File: src/rtl/seq_priority_encoder_8to3.sv
// rtl/seq_priority_encoder_8to3.sv - sequential 8-to-3 priority encoder emitting one beat per set bit
module seq_priority_encoder_8to3 #(
  parameter bit MSB_FIRST = 1'b0
) (
  input  logic       clk,
  input  logic       rst_n,
  input  logic       in_valid,
  output logic       in_ready,
  input  logic [7:0] in_data,
  output logic       out_valid,
  input  logic       out_ready,
  output logic [2:0] out_code,
  output logic       out_last,
  output logic       out_zero
);

  typedef enum logic [1:0] {
    IDLE = 2'd0,
    EMIT = 2'd1,
    ZERO = 2'd2
  } state_t;

  state_t     state_q, state_d;
  logic [7:0] pending_q, pending_d;

  logic [2:0] sel_code;
  logic [7:0] sel_mask;
  logic       single_left;

  // Scan toward the priority end so the final assignment is the winning bit.
  always_comb begin
    sel_code = 3'd0;
    for (int i = 0; i < 8; i++) begin
      if (MSB_FIRST) begin
        if (pending_q[i]) sel_code = 3'(i);
      end else begin
        if (pending_q[7-i]) sel_code = 3'(7 - i);
      end
    end
  end

  assign sel_mask    = 8'b0000_0001 << sel_code;
  assign single_left = (pending_q != 8'h00) && ((pending_q & (pending_q - 8'd1)) == 8'h00);

  always_ff @(posedge clk or negedge rst_n) begin
    if (!rst_n) begin
      state_q   <= IDLE;
      pending_q <= 8'h00;
    end else begin
      state_q   <= state_d;
      pending_q <= pending_d;
    end
  end

  always_comb begin
    state_d   = state_q;
    pending_d = pending_q;
    in_ready  = 1'b0;
    out_valid = 1'b0;
    out_code  = 3'd0;
    out_last  = 1'b0;
    out_zero  = 1'b0;
    case (state_q)
      IDLE: begin
        in_ready = 1'b1;
        if (in_valid) begin
          pending_d = in_data;
          state_d   = (in_data != 8'h00) ? EMIT : ZERO;
        end
      end
      EMIT: begin
        out_valid = 1'b1;
        out_code  = sel_code;
        out_last  = single_left;
        if (out_ready) begin
          pending_d = pending_q & ~sel_mask;
          if (single_left) state_d = IDLE;
        end
      end
      ZERO: begin
        out_valid = 1'b1;
        out_last  = 1'b1;
        out_zero  = 1'b1;
        if (out_ready) state_d = IDLE;
      end
      default: begin
        state_d   = IDLE;
        pending_d = 8'h00;
      end
    endcase
  end

endmodule
File: config.mk
export PLATFORM = sky130hd
export DESIGN_NAME = seq_priority_encoder_8to3
export DESIGN_NICKNAME = d
export VERILOG_FILES = /design/src/rtl/seq_priority_encoder_8to3.sv
export SDC_FILE = /design/constraint.sdc
export NUM_CORES = 1
export LEC_CHECK = 0
export CAP_MARGIN = 0
export CORE_MARGIN = 3
export CORE_UTILIZATION = 50
export DETAILED_ROUTE_END_ITERATION = 16
export DONT_BUFFER_PORTS = 1
export HOLD_SLACK_MARGIN = 0.03
export MAX_ROUTING_LAYER = met4
export PLACE_DENSITY = 0.7
export RECOVER_POWER = 100
export SYNTH_ARGS = -nofsm -noshare
export SYNTH_HDL_FRONTEND = slang
export SYNTH_SLANG_ARGS = --single-unit
File: constraint.sdc
create_clock -name clk -period 2.1 [get_ports clk]
set_input_delay 0.42 -clock clk [delete_from_list [all_inputs] [get_ports clk]]
set_output_delay 0.42 -clock clk [all_outputs]
set_load 0.01 [all_outputs]
# --- After elaboration in Yosys (flattened, before gate mapping) ---
# Index checks and enable logic that the tools add are counted.
word_totals:
  reg_bits: 10
  in_bits: 12
  output_inout_bits: 7
  wordCells: 44
classes:
  n_addsub: 1
  eq_ne: 6
  shift: 1
  mux: 22
  bitwise: 4
  n_reduce_logical: 8
op_table:
  columns: ["op", "count"]
  rows:
  - ["3-bit two-way mux", 9]
  - ["8-bit one-hot mux with 3 select lines", 1]
  - ["8-bit bitwise AND", 2]
  - ["8-bit two-way mux", 2]
  - ["8-bit nonzero test", 2]
  - ["2-bit two-way mux", 5]
  - ["8-bit zero test", 1]
  - ["2-bit != test (second input constant)", 4]
  - ["8-bit inverter", 1]
  - ["1-bit by 3-bit left shift with 8-bit output (first input constant)", 1]
  - ["8-bit by 1-bit subtractor with 8-bit output (second input constant)", 1]
  - ["2-bit one-hot mux with 3 select lines", 1]
  - ["4-bit AND reduction", 1]
  - ["1-bit two-way mux", 3]
  - ["3-bit AND reduction", 1]
  - ["2-bit by 1-bit equality test with 1-bit output (second input constant)", 1]
  - ["2-bit equality test (second input constant)", 1]
  - ["2-bit zero test", 1]
  - ["1-bit one-hot mux with 2 select lines", 1]
  - ["2-bit OR reduction", 1]
  - ["1-bit logical AND", 1]
  - ["1-bit inverter", 1]

# --- Logic depth before layout (Yosys ltp) ---
# Gate-level depths: netlist of the first run.
logic_depth:
  ltp_word: 13
  depth_mapped: 8
  depth_no_buf: 7

# --- Least setup slack after synthesis of the first run ---
# No wires, ideal clock.
synth_path:
  path_kind: "register to output"
  start: "register pending_q[1]"
  end: "output port out_last"
  arrival_time_ns: 1.759
  t_required_ns: 1.680
  slack_ns: -0.079
  stages_incl_launch_ff: 6
  path_buffers: 1
  cell_sequence: "dfrtp_1 -> buf_6 -> or4_4 -> nor4_1 -> nor3_2 -> a311oi_1"
synth_between:
  elab_chain_cells: 5
  word_cells_on_any_way: 6
  cone_classes: "1 x add/sub; 1 x mux; 1 x bitwise; 3 x reduce/logical"
synth_rtl:
  columns: ["element", "line_no", "rtl"]
  rows:
  - ["start, declared", "24", "logic [7:0] pending_q, pending_d;"]
  - ["start signal, assigned", "51", "pending_q <= pending_d;"]
  - ["8-bit by 1-bit subtractor with 8-bit output", "43", "assign single_left = (pending_q != 8'h00) && ((pending_q & (pending_q - 8'd1)) == 8'h00);"]
  - ["8-bit bitwise AND", "43", null]
  - ["8-bit zero test", "43", null]
  - ["1-bit logical AND (*)", "43", null]
  - ["1-bit one-hot mux with 2 select lines (*)", "63", "case (state_q)"]
  - ["end, declared", "13", "output logic out_last,"]
# Mark *: on every way between the ends. The rest lies on a longest branch, timed or not.

# --- Worst setup path in the final report of the first run ---
# Same ends and word-level chain as after synthesis.

==> results by group, run 1 <==
Placement
  • Placed Cells: 110
  • GPL Wtd Cong: just under 0.9
  • Placed cell area: 846 sq um
  • Pre-CTS setup slack: approximately 0.054 ns
  • Port Buffers: 0
  • DP Wirelength: 1570 um

Die
  • DIE WIDTH: about 46 um
  • Starting Density: 0.570
  • Die span in y: approximately 46 um
  • Row count: 13
  • Die Area: ~0.0021 sq mm
  • Core Area: about 0.0014 sq mm
  • Io pins: 19

Setup path
  • CP required: around 1.7 ns
  • Cell Chain, Critical Path: or4_4, a2111oi_4, nor3_2, a311oi_2
  • Slowest CP cell: or4_4
  • Setup crit start kind: flop
  • Worst-path fanout max: 3
  • Critical path type: flop to output pin
  • Crit-path max cell delay: roughly 0.58 ns
  • Crit path max-delay family: simple AND/OR/NAND/NOR gates
  • Crit. End Element: output pin
  • Arrival @ worst endpoint: ~1.9 ns
  • Worst path bufs/invs: 0

Clock network
  • H-tree depth: 1
  • CTS Buf Count: 3
  • Post-CTS Setup Inserts: 0
  • Worst-Skew Late Latency: about 0.26 ns
  • CTS tree: done
  • CTS sink cnt: 10
  • CTS root buf: clkbuf_4
  • Clk buf depth: 2
  • Clock slew at reported path FFs: 0.06 ns

Timing
  • Slew HR: 0.671
  • Fin crit period: 2.27 ns
  • Final setup viols: 1
  • TNS Setup: -0.173 ns
  • Slew Viols, Final: 0
  • Hold slack: 0.287 ns
  • F_max: 440 MHz
  • Final hold violation count: 0
  • Clock Skews: 0.00402 ns
  • Final worst setup slack: -0.173 ns
  • RSZ-0062 raised after global routing: true
  • Actual slew at the worst max-slew pin: approximately 0.5 ns
  • Final worst-path cycle share: 1.08

Global route
  • Initial antenna violation count: 0
  • Largest net degree at the start of global routing: 11
  • Number of global-route vias before repair: roughly 740
  • Grt ovf: 0
  • First-pass GRT wire length: ~3300 um
  • Met2 usage: 0.382
  • Met1 Use GR: 0.280
  • Busiest grt layer: met2
  • Total track usage: 0.231
  • Global-route met3 utilization: 0.0672

Routing
  • WL/cell: 18.0 um
  • Antenna viol nets, final: 0
  • Via density per instance: ~6.5
  • Router iterations before antenna repair: 4
  • DRT iter0 DRCs: 20
  • Residual DRC count: 0
  • Via count: between 700 and 800
  • Routed wire length: 2050 um

Power and ir drop
  • Lkg Pwr: 0.394 nW
  • Total Power: around 1.6 mW
  • Worst-case vdd ir drop: ~1.1 mV
  • Power per Cell Area: approximately 1800 mW/mm^2

Finish
  • Reg area: 250 sq um
  • Most frequent cells in the layout: 12 x nand2_1, 10 x dfrtp_1, 8 x buf_4
  • Diode count: 0
  • Final net count: roughly 120
  • P&R area growth vs syn: 14.9%
  • Non-filler cells, final: about 110
  • Layout cells sized above 1: 0.212
  • Fill cells: about 130
  • Final core utilization: 0.655
  • Footprint of the multi-input gates: just over 500 sq um
  • Most common cell after layout, fill and taps aside: nand2_1
  • Final instance area: roughly 900 sq um

Synth
  • Mean Syn Cell Area: 8.48 sq um
  • Fraction of registers with async set/reset: 1.00
  • Distinct cells, synth: 37
  • Ys Warns: 0
  • Syn Std Cell Area: around 800 sq um
  • Synth Instances: 93
  • Synth Flop Type: dfrtp_1
  • Register area share after synthesis: 0.317
  • Flops & latches, synth: 10
  • Post-synth EDFFs: 0
  • Syn nets: around 110

Min path
  • Hold Crit Class: input pin to flop

Run status
  • Failing checks: setup timing
  • Outcome: complete, but fails checks

Flow run
  • Max cap viols: 0
where the power goes:
part	total [mW]	leakage, nW	internal [mW]	switching (mW)
sequential	0.348	0.129	0.273	0.0749
clock	0.130	0.0138	0.0661	0.0637
combinational	1.15	0.251	0.494	0.660
cell type report:
class                           count  share of cell area
Clock buffer                        3              0.0249
Sequential cell                    10               0.276
Inverter                            6              0.0249
Timing Repair Buffer               10              0.0815
Multi-Input combinational cell     70               0.572
Tap cell                           15              0.0207
routing by layer:
| layer | share of wire | vias to the layer above | wire [um] |
|---|---|---|---|
| met3 | 0.078 | 0 | 160 |
| met5 | 0 | - | 0 |
| met2 | 0.50 | 32 | 1030 |
| met1 | 0.42 | 355 | 857 |
| met4 | 0 | 0 | 0 |
| li1 | - | 355 | - |
logic make-up after synthesis:
family	share of synthesized area
compound gates	0.260
fa+ha+maj	0.0476
mux	0.0254
flops	0.317
buf+inv	0.0730
simple gates	0.276
sequential cells by signal, indices dropped and copies added, names as in the netlist:
signal / flops
state_q: 2
pending_q: 8
timing repair:
item                                    in CTS  in global routing
endpoints found under the hold margin       10                  0
resized for setup                            2                  2
pin swaps                                    1                  0
hold buffers                                 1                  0
endpoints found under the setup margin       1                  2
worst paths after layout:
check	from	end	slack, ns	depth (start not counted)
min in group asynchronous	rst_n	pending_q[5]	0.55	1
setup reg to reg	pending_q[5]	pending_q[3]	0.18	6
hold reg to reg	state_q[0]	state_q[0]	0.60	2
setup / recovery	pending_q[1]	out_last	-0.17	4
max in group asynchronous	rst_n	state_q[0]	1.23	1
hold / removal	in_data[3]	pending_q[3]	0.29	1
cell usage after synthesis (all sizes together), types with 2 or more instances:
| cell | n | area, sq um |
|---|---|---|
| ha | 3 | 37.5 |
| clkbuf | 5 | 18.8 |
| o41ai | 2 | 17.5 |
| dfrtp | 10 | 250 |
| nand3 | 3 | 15.0 |
| a22o | 7 | 62.6 |
| a21oi | 2 | 10.0 |
| buf | 2 | 16.3 |
| or4 | 2 | 18.8 |
| inv | 6 | 22.5 |
| nand2 | 12 | 45.0 |
| nor3 | 3 | 20.0 |
| nand2b | 6 | 37.5 |
| mux2i | 2 | 20.0 |
| nor4 | 4 | 25.0 |
| nor2 | 7 | 26.3 |
(Power assumes the default switching activity.)
==> run 2, diff against run 1 <==
--- a/config.mk
+++ b/config.mk
@@ -6,14 +6,18 @@
 export NUM_CORES = 1
 export LEC_CHECK = 0
 export CAP_MARGIN = 0
+export CELL_PAD_IN_SITES_DETAIL_PLACEMENT = 1
+export CELL_PAD_IN_SITES_GLOBAL_PLACEMENT = 2
+export CORE_ASPECT_RATIO = 1.25
 export CORE_MARGIN = 3
-export CORE_UTILIZATION = 50
+export CORE_UTILIZATION = 35
 export DETAILED_ROUTE_END_ITERATION = 16
 export DONT_BUFFER_PORTS = 1
 export HOLD_SLACK_MARGIN = 0.03
 export MAX_ROUTING_LAYER = met4
-export PLACE_DENSITY = 0.7
+export PLACE_DENSITY = 0.81
 export RECOVER_POWER = 100
 export SYNTH_ARGS = -nofsm -noshare
 export SYNTH_HDL_FRONTEND = slang
 export SYNTH_SLANG_ARGS = --single-unit
+export TNS_END_PERCENT = 20
==> run 2 against run 1 <==
Global-route usage fell by 3.2 points. Critical path type unchanged. Fmax is 0.28% lower. Register-to-register slack lost 0.07 ns. Non-clock buffer count is the same. Clock skew increased by 0.0043 ns. First-iteration DRC count fell by 35%. Clock power rose by 38%. Sequential cell count unchanged. The flow still finishes with violations (setup timing). Sequential power increased by 5.7%. Design area is 5.2% higher. Utilization decreased by 19 points.
==> results by group, run 2 (synthesized netlist as in run 1, its figures left out) <==
Global route
  • Busiest grt layer: met2
  • Number of global-route vias before repair: just under 900
  • Initial antenna violation count: 0
  • Largest net degree at the start of global routing: 11
  • Total track usage: 0.199
  • Grt ovf: 0
  • First-pass GRT wire length: approximately 4300 um
  • Global-route met3 utilization: 0.0227
  • Met1 Use GR: 0.216
  • Met2 usage: 0.386

Timing
  • RSZ-0062 raised after global routing: true
  • Slew Viols, Final: 0
  • Hold slack: about 0.27 ns
  • Actual slew at the worst max-slew pin: ~0.53 ns
  • Final worst-path cycle share: 1.09
  • Slew HR: 0.641
  • Final setup viols: 1
  • F_max: 439 MHz
  • Final hold violation count: 0
  • TNS Setup: -0.179 ns
  • Clock Skews: around 0.0083 ns
  • Final worst setup slack: -0.179 ns
  • Fin crit period: approximately 2.3 ns

Clock network
  • CTS Buf Count: 3
  • Clk buf depth: 2
  • CTS root buf: clkbuf_4
  • CTS tree: done
  • Post-CTS Setup Inserts: 0
  • CTS sink cnt: 10
  • Worst-Skew Late Latency: around 0.27 ns
  • Clock slew at reported path FFs: around 0.08 ns
  • H-tree depth: 1

Finish
  • Non-filler cells, final: 130
  • Final instance area: 953 sq um
  • Top reg by flops: pending_q
  • Largest register FFs: 8
  • Most common cell after layout, fill and taps aside: nand2_1
  • Final net count: approximately 120
  • Diode count: 0
  • Layout cells sized above 1: 0.240
  • Final core utilization: 0.465
  • Biggest regs: pending_q: 8 flops, state_q: 2 flops
  • Fill cells: about 240
  • Most frequent cells in the layout: 12 x nand2_1, 10 x dfrtp_1, 8 x buf_4
  • P&R area growth vs syn: 21.0%

Power and ir drop
  • Power per Cell Area: around 1900 mW/mm^2
  • Worst-case vdd ir drop: roughly 0.84 mV
  • Lkg Pwr: 0.408 nW
  • Total Power: 1.77 mW

Setup path
  • Crit-path max cell delay: about 0.57 ns
  • CP required: approximately 1.7 ns
  • Slowest CP cell: or4_4
  • Critical path type: flop to output pin
  • Crit. End Element: output pin
  • Arrival @ worst endpoint: approximately 1.9 ns
  • Worst-path fanout max: 3
  • Worst path bufs/invs: 0
  • Cell Chain, Critical Path: or4_4, a2111oi_4, nor3_2, a311oi_2
  • Setup crit start kind: flop
  • Crit path max-delay family: simple AND/OR/NAND/NOR gates

Placement
  • Pre-CTS setup slack: between 0.05 and 0.06 ns
  • GPL Wtd Cong: 0.843
  • Placed cell area: about 860 sq um
  • Placed Cells: 125
  • Port Buffers: 0
  • DP Wirelength: about 1800 um

Routing
  • Residual DRC count: 0
  • Antenna viol nets, final: 0
  • DRT iter0 DRCs: 13
  • Via density per instance: around 5.8
  • Routed wire length: approximately 2500 um
  • Router iterations before antenna repair: 2
  • WL/cell: ~19 um
  • Via count: about 760

Die
  • Row count: 18
  • Core Area: 0.00205 sq mm
  • Io pins: 19
  • Die span in y: ~60 um
  • Die Area: ~0.0029 sq mm
  • DIE WIDTH: 48.4 um
  • Starting Density: 0.385

Run status
  • Outcome: complete, but fails checks
  • Failing checks: setup timing

Flow run
  • Max cap viols: 0

Min path
  • Hold Crit Class: input pin to flop
run 2: timing repair:
item                                   4_1_cts  5_1_grt
setup endpoints to repair                    2        3
endpoints found under the hold margin       10        0
resized for setup                            2        4
pin swaps                                    1        0
hold buffers                                 1        0
run 2: cell type report:
class	instances	area, sq um	share of cell area
well taps	30	37.5	0.0394
flip-flops and latches	10	250	0.262
clock buffers	4	36.3	0.0381
multi-input cells	70	532	0.558
inverters	6	22.5	0.0236
repair buffers	10	75.1	0.0787
run 2: worst paths after layout:
check,slack [ns],depth (start not counted),startpoint,endpoint
max,-0.18,4,pending_q[1],out_last
min,0.27,1,in_data[3],pending_q[3]
max reg2reg,0.11,6,pending_q[6],pending_q[7]
min reg2reg,0.58,2,state_q[0],state_q[0]
max in group asynchronous,1.23,1,rst_n,pending_q[6]
min in group asynchronous,0.54,1,rst_n,state_q[0]
run 2: metal layers:
layer  part of all wire  vias to the layer above
met5                  0                        -
met4              0.012                        0
met3              0.032                        2
met2               0.54                       20
met1               0.41                      374
li1                   -                      359
run 2: where the power goes:
group	switching, mW	total [mW]	internal (mW)
Clock	0.0739	0.179	0.105
Sequential	0.0957	0.368	0.273
Combinational	0.704	1.22	0.515
